File: config.mk
export PLATFORM = sky130hd
export DESIGN_NAME = gb_camera_capture
export DESIGN_NICKNAME = d
export VERILOG_FILES = /design/src/rtl/gb_camera_pkg.sv /design/src/rtl/gb_camera_dither.sv /design/src/rtl/gb_camera_capture.sv
export SDC_FILE = /design/constraint.sdc
export NUM_CORES = 1
export LEC_CHECK = 0
export CAP_MARGIN = 20
export CORE_ASPECT_RATIO = 0.9
export CORE_MARGIN = 2
export CORE_UTILIZATION = 50
export DETAILED_ROUTE_END_ITERATION = 8
export PLACE_DENSITY = 0.67
export SYNTH_ARGS = -nofsm -noshare
export SYNTH_HDL_FRONTEND = slang
export SYNTH_SLANG_ARGS = --single-unit
File: constraint.sdc
create_clock -name clk_sys -period 6.3 [get_ports clk_sys]
set_clock_uncertainty 0.15 [all_clocks]
set_input_delay 0.945 -clock clk_sys [delete_from_list [all_inputs] [get_ports clk_sys]]
set_output_delay 0.945 -clock clk_sys [all_outputs]
set_load 0.1 [all_outputs]
File: src/rtl/gb_camera_pkg.sv
// Shared types and constants for the Game Boy Camera capture block.
//   cam_state_e : capture sequencer states
//   register map offsets, image geometry, RAM base of the tile image
//   tile_addr() : 2bpp tile byte address of pixel row (x,y), low plane
package gb_camera_pkg;

  typedef enum logic [2:0] {IDLE, EXPOSE, FETCH, WR_LO, WR_HI} cam_state_e;

  localparam int NUM_REGS     = 54;
  localparam int REG_CTRL     = 0;
  localparam int REG_EXP_HI   = 2;
  localparam int REG_EXP_LO   = 3;
  localparam int REG_DITHER   = 6;
  localparam int DITHER_BYTES = 48;

  localparam int          IMG_W    = 128;
  localparam int          IMG_H    = 112;
  localparam logic [11:0] IMG_BASE = 12'h100;

  // Tiles are 16 bytes, 16 tiles per tile row, two bytes per pixel row:
  // the bitfield {tile_y, tile_x, row, plane} is exactly that layout.
  function automatic logic [11:0] tile_addr(logic [6:0] x, logic [6:0] y);
    return IMG_BASE + {y[6:3], x[6:3], y[2:0], 1'b0};
  endfunction

endpackage

File: src/rtl/gb_camera_dither.sv
// Combinational 2-bit quantiser using the 4x4 threshold matrix.
//   pix    : 8-bit luminance, 0 = dark
//   x, y   : low two bits of the pixel position (matrix cell select)
//   matrix : 48 threshold bytes, 3 per cell, cell i = y*4 + x
//   color  : 3 = darkest .. 0 = lightest
module gb_camera_dither
  import gb_camera_pkg::*;
(
  input  logic [7:0]                   pix,
  input  logic [1:0]                   x,
  input  logic [1:0]                   y,
  input  logic [DITHER_BYTES-1:0][7:0] matrix,
  output logic [1:0]                   color
);

  logic [5:0] base;
  logic [7:0] t0, t1, t2;

  always_comb begin
    base = {2'b00, y, x} * 6'd3;
    t0   = matrix[base];
    t1   = matrix[base + 6'd1];
    t2   = matrix[base + 6'd2];
    if (pix < t0)      color = 2'd3;
    else if (pix < t1) color = 2'd2;
    else if (pix < t2) color = 2'd1;
    else               color = 2'd0;
  end

endmodule

File: src/rtl/gb_camera_capture.sv
// Game Boy Camera sensor-side capture engine.
//   CPU side : cam_sel/cpu_addr/cpu_wr/cpu_di/cpu_do, 54-byte register file,
//              writes and exposure timing qualified by ce_cpu
//   Sensor   : pix_req/pix_x/pix_y out, pix_valid/pix_data back
//   Cart RAM : ram_we/ram_addr/ram_data, held while ram_wait
//   busy     : capture in progress (also read back as reg0 bit0)
module gb_camera_capture
  import gb_camera_pkg::*;
#(
  parameter int EXP_SCALE  = 16,
  parameter int BASE_DELAY = 32768
) (
  input  logic        clk_sys,
  input  logic        reset_n,
  input  logic        ce_cpu,
  input  logic        cam_sel,
  input  logic [6:0]  cpu_addr,
  input  logic        cpu_wr,
  input  logic [7:0]  cpu_di,
  output logic [7:0]  cpu_do,
  output logic        busy,
  output logic        pix_req,
  output logic [6:0]  pix_x,
  output logic [6:0]  pix_y,
  input  logic        pix_valid,
  input  logic [7:0]  pix_data,
  output logic        ram_we,
  output logic [11:0] ram_addr,
  output logic [7:0]  ram_data,
  input  logic        ram_wait
);

  logic [7:0]                   regs [NUM_REGS];
  logic [DITHER_BYTES-1:0][7:0] matrix;
  cam_state_e                   state;
  logic [23:0]                  exp_cnt, exp_load;
  logic [6:0]                   x, y;
  logic [7:0]                   lo, hi;
  logic [1:0]                   color;
  logic                         reg_wr, ctrl_wr, trig, abort, last_px, done;

  always_comb begin
    reg_wr   = ce_cpu & cam_sel & cpu_wr & (cpu_addr < 7'(NUM_REGS));
    ctrl_wr  = reg_wr & (cpu_addr == 7'(REG_CTRL));
    trig     = ctrl_wr & cpu_di[0] & (state == IDLE);
    abort    = ctrl_wr & ~cpu_di[0] & (state != IDLE);
    last_px  = (x == 7'(IMG_W - 1)) && (y == 7'(IMG_H - 1));
    done     = (state == WR_HI) && !ram_wait && last_px;
    exp_load = 24'(BASE_DELAY)
             + 24'({regs[REG_EXP_HI], regs[REG_EXP_LO]}) * 24'(EXP_SCALE);
  end

  assign cpu_do = (cpu_addr == 7'(REG_CTRL)) ? {regs[REG_CTRL][7:1], busy} : 8'h00;
  assign pix_x  = x;
  assign pix_y  = y;

  // Register file; the sequencer drops the trigger bit when the image is done.
  always_ff @(posedge clk_sys or negedge reset_n) begin
    if (!reset_n) begin
      for (int i = 0; i < NUM_REGS; i++) regs[i] <= '0;
    end else begin
      if (reg_wr) regs[cpu_addr[5:0]] <= cpu_di;
      if (done)   regs[REG_CTRL][0]   <= 1'b0;
    end
  end

  for (genvar k = 0; k < DITHER_BYTES; k++) begin : g_mat
    assign matrix[k] = regs[REG_DITHER + k];
  end

  // Thresholds are read live, so a mid-capture write hits the next pixel.
  gb_camera_dither u_dither (
    .pix    (pix_data),
    .x      (x[1:0]),
    .y      (y[1:0]),
    .matrix (matrix),
    .color  (color)
  );

  always_ff @(posedge clk_sys or negedge reset_n) begin
    if (!reset_n) begin
      state    <= IDLE;
      busy     <= 1'b0;
      pix_req  <= 1'b0;
      ram_we   <= 1'b0;
      ram_addr <= '0;
      ram_data <= '0;
      exp_cnt  <= '0;
      x        <= '0;
      y        <= '0;
      lo       <= '0;
      hi       <= '0;
    end else if (abort) begin
      // Whatever write is on the bus this cycle is the last one.
      state   <= IDLE;
      busy    <= 1'b0;
      pix_req <= 1'b0;
      ram_we  <= 1'b0;
    end else begin
      unique case (state)
        IDLE: if (trig) begin
          exp_cnt <= exp_load;
          busy    <= 1'b1;
          state   <= EXPOSE;
        end
        EXPOSE: if (ce_cpu) begin
          // <=1 also covers a zero load (BASE_DELAY=0, exposure=0).
          if (exp_cnt <= 24'd1) begin
            exp_cnt <= '0;
            x       <= '0;
            y       <= '0;
            pix_req <= 1'b1;
            state   <= FETCH;
          end else begin
            exp_cnt <= exp_cnt - 24'd1;
          end
        end
        FETCH: if (pix_req && pix_valid) begin
          lo <= {lo[6:0], color[0]};
          hi <= {hi[6:0], color[1]};
          if (x[2:0] == 3'd7) begin
            // x stays on the group's last column until the hi byte is out.
            pix_req  <= 1'b0;
            ram_we   <= 1'b1;
            ram_addr <= tile_addr(x, y);
            ram_data <= {lo[6:0], color[0]};
            state    <= WR_LO;
          end else begin
            x <= x + 7'd1;
          end
        end
        WR_LO: if (!ram_wait) begin
          ram_addr <= ram_addr | 12'h001;
          ram_data <= hi;
          state    <= WR_HI;
        end
        WR_HI: if (!ram_wait) begin
          ram_we <= 1'b0;
          if (last_px) begin
            busy  <= 1'b0;
            state <= IDLE;
          end else begin
            x       <= x + 7'd1;
            if (x == 7'(IMG_W - 1)) y <= y + 7'd1;
            pix_req <= 1'b1;
            state   <= FETCH;
          end
        end
        default: state <= IDLE;
      endcase
    end
  end

endmodule

==> results.py <==
metrics = {
    "critical_path": {
        "r2r_cells": 17,
        "r2r_setup_slack_ns": 0.79,
        "worst_setup_path_start_kind": "flop",
        "path_class": "reg -> reg",
        "cp_data_required_time_ns": 6.68,
        "arrival_ns": 5.89,
        "crit_path_end_kind": "flop",
        "r2r_end": "ram_data[0]",
        "endpoint": "ram_data[0]",
        "cp-startpoint": "pix_x[1]",
        "worstPathMaxFanout": 46,
        "regToRegStartpoint": "pix_x[1]",
    },
    "sta": {
        "hold_viol": 0,
        "fin_crit_sh_pct": 87.50,
        "setup_violations": 0,
        "worstMarginPinSlew_ns": 1.100,
        "slew_headroom_pct": 26.39,
        "fmax_mhz": 181.4,
        "worst_hold_slack_ns": 0.1733,
        "rsz0062_at_grt": "false",
        "period_needed_ns": 5.512,
        "maxSlewViolCount": 0,
        "setup_tns_ns": 0,
    },
    "placement": {
        "place_congestion": 0.9663,
        "place_area_um2": 31110,
        "io_buffers": 74,
        "hpwl_mm": 56.00,
    },
    "finish": {
        "fillers": 4722,
        "multi_input_area_um2": 16640,
        "synthToLayoutAreaGrowth_pct": 11.93,
        "drive_above_1_share_pct": 43.19,
        "seqCellArea_um2": 12170,
        "final_nets": 2229,
        "final_common_cell": "dfrtp_1",
        "design_area_um2": 33040,
        "layout_common_cells": "485 x dfrtp_1, 426 x mux2_2, 326 x mux4_2",
    },
    "synthesis": {
        "yosysSeqAreaShare_pct": 41.21,
        "synth.distinct_cells": 70,
        "yosys_register_bits": 486,
        "synth_area_um2": 29510,
        "syn_nets": 2198,
        "async_flop_share_pct": 100.0,
        "yosys_warnings": 0,
        "synth_ff_type": "dfrtp_1",
        "syn_area_per_cell_um2": 13.82,
        "syn_inst": 2135,
        "synth-edff-count": 0,
    },
    "global_routing": {
        "grt_usage_pct": 28.40,
        "grt_max_degree": 146,
        "antenna_found_initial": 2,
        "grt.busiest_layer": "met2",
        "grt_pass1_vias": 20140,
        "use_met3_pct": 5.426,
        "grt_pass1_wl_mm": 129.3,
        "met2_usage_pct": 43.47,
        "grt_util_met1_pct": 41.12,
        "gr-total-overflow": 0,
    },
    "die": {
        "pin_count": 75,
        "fp.dieH_um": 234.5,
        "die_w_um": 260.1,
        "start_util_pct": 50.51,
        "rows": 84,
        "die-area_um2": 60990,
        "core_area_um2": 58440,
    },
    "cts": {
        "cts_resized": 0,
        "cts_tree": "built",
        "cts_buffers": 55,
        "cts_max_path_buffers": 3,
        "clock-root-buffer": "clkbuf_16",
        "insertion_delay_ns": 0.62,
        "clk_pin_slew_ns": 0.06,
        "post_cts_buffers": 0,
        "ctsHoldBuffers": 0,
        "cts.sinks": 486,
        "ctsHtreeMaxLevel": 2,
    },
    "drt": {
        "drt-vias-per-instance": 6.762,
        "drtPass1Iterations": 6,
        "drt_iter0_markers": 2026,
        "finalWirelength_mm": 84.94,
        "drc_errors": 0,
        "vias": 20180,
        "drt-wirelength-per-cell_um": 28.46,
        "ant_nets": 0,
    },
    "job": {
        "cap_violations": 0,
    },
    "power": {
        "total_power_mw": 11.82,
        "ir_drop_mv": 0.2824,
        "p_leak_nw": 14.13,
        "power.density_nw_per_um2": 357.7,
    },
    "status": {
        "outcome": "finished, final reports clean",
    },
    "min_path": {
        "hold_class": "in -> async",
    },
}
## synth_stat cells (all sizes together) (3+ instances only)
master	instances	area, µm²
and2	20	125.1
nor3	12	60.06
nand3b	3	22.52
o22ai	4	25.02
nand2b	9	56.30
a211oi	16	132.6
inv	16	60.06
dfrtp	486	12160
a2111oi	3	45.05
xnor2	16	192.7
ha	33	412.9
a221oi	7	61.31
o41ai	4	42.55
a21o	9	67.56
nand4	12	75.07
a32oi	7	61.31
buf	70	355.3
nor2b	20	125.1
mux2	426	4797
nand2	118	442.9
o31ai	11	82.58
clkbuf	98	367.9
a31oi	10	62.56
nor2	107	401.6
and3	5	31.28
o21ai	73	365.4
nor4	10	90.08
or3	11	68.82
a21oi	64	324.1
a22oi	38	285.3
mux2i	35	350.3
or4	3	26.27
mux4	326	7342
xor2	7	80.08
nand3	20	100.1
## sequential cells by signal (all words and copies together) (netlist names)
name / count
matrix: 384
exp_cnt: 24
ram_we: 1
ram_addr: 12
pix_req: 1
lo: 7
pix_y: 7
hi: 8
pix_x: 7
ram_data: 8
state: 3
regs: 23
busy: 1
## cell type report
cell class / count / share of cell area (%)
Multi-Input combinational cell: 1464 / 50.37
Sequential cell: 486 / 36.82
Clock buffer: 82 / 5.052
Timing Repair Buffer: 142 / 3.984
Tap cell: 774 / 2.931
Clock inverter: 18 / 0.6401
Inverter: 17 / 0.1932
Antenna cell: 1 / 0.007575
## how the worst min path moves through the flow
stage	startpoint	to	slack (ns)	cells after the start
final	reset_n	exp_cnt[0]	0.17	1
after global placement	ram_addr[3]	ram_addr[3]	0.31	2
after floorplan	exp_cnt[23]	exp_cnt[23]	0.29	1
after CTS	reset_n	regs[405]	0.19	1
after detailed placement	ram_addr[2]	ram_addr[2]	0.32	2
after global routing	reset_n	regs[403]	0.22	1
## worst max-delay path, stage by stage, from the launching register on
cell and delay, ns:
dfrtp_1 0.46, ha_1 0.43, xnor2_2 0.24, inv_1 0.08, ha_1 0.22, xnor2_1 0.21, xnor2_4 0.66, buf_12 0.36
mux4_2 0.35, mux4_2 0.52, a221oi_1 0.34, ha_1 0.30, a21oi_1 0.16, nor2b_1 0.06, o21ai_0 0.14, o21ai_0 0.11
o41a_1 0.42, o21ai_1 0.13
## where the power goes
group | switching (mW) | leakage [nW] | internal [mW]
clock network | 1.34 | 0.940 | 1.99
registers | 0.231 | 6.71 | 3.33
logic | 3.12 | 6.48 | 1.82
total | 4.69 | 14.1 | 7.13
## metal layers
| layer | wire length, µm | part of all wire, % |
|---|---|---|
| met3 | 7640 | 9.0 |
| met4 | 2810 | 3.3 |
| met1 | 35360 | 42 |
| met5 | 14 | 0.016 |
| met2 | 39110 | 46 |
## cells by family after synthesis
group,count (synthesis),share of synthesized area (%)
simple gates,360,5.782
flops,486,41.21
buf+inv,185,2.666
mux,787,42.32
fa+ha+maj,33,1.399
compound gates,261,5.706
xor+xnor,23,0.9242
## metrics by stage
| stage | instances | util [%] | setup WS, ns |
|---|---|---|---|
| 3_5_place_dp | 2880 | 53.24 | 0.9096 |
| 6_report | 2984 | 56.53 | 0.7877 |
| 2_1_floorplan | 2135 | - | 0.08413 |
| 3_3_place_gp | 2875 | 53.15 | 0.8861 |
| 5_1_grt | 2983 | 56.53 | 0.5545 |
| 4_1_cts | 2980 | 56.46 | 0.8925 |
(Power assumes the default switching activity.)
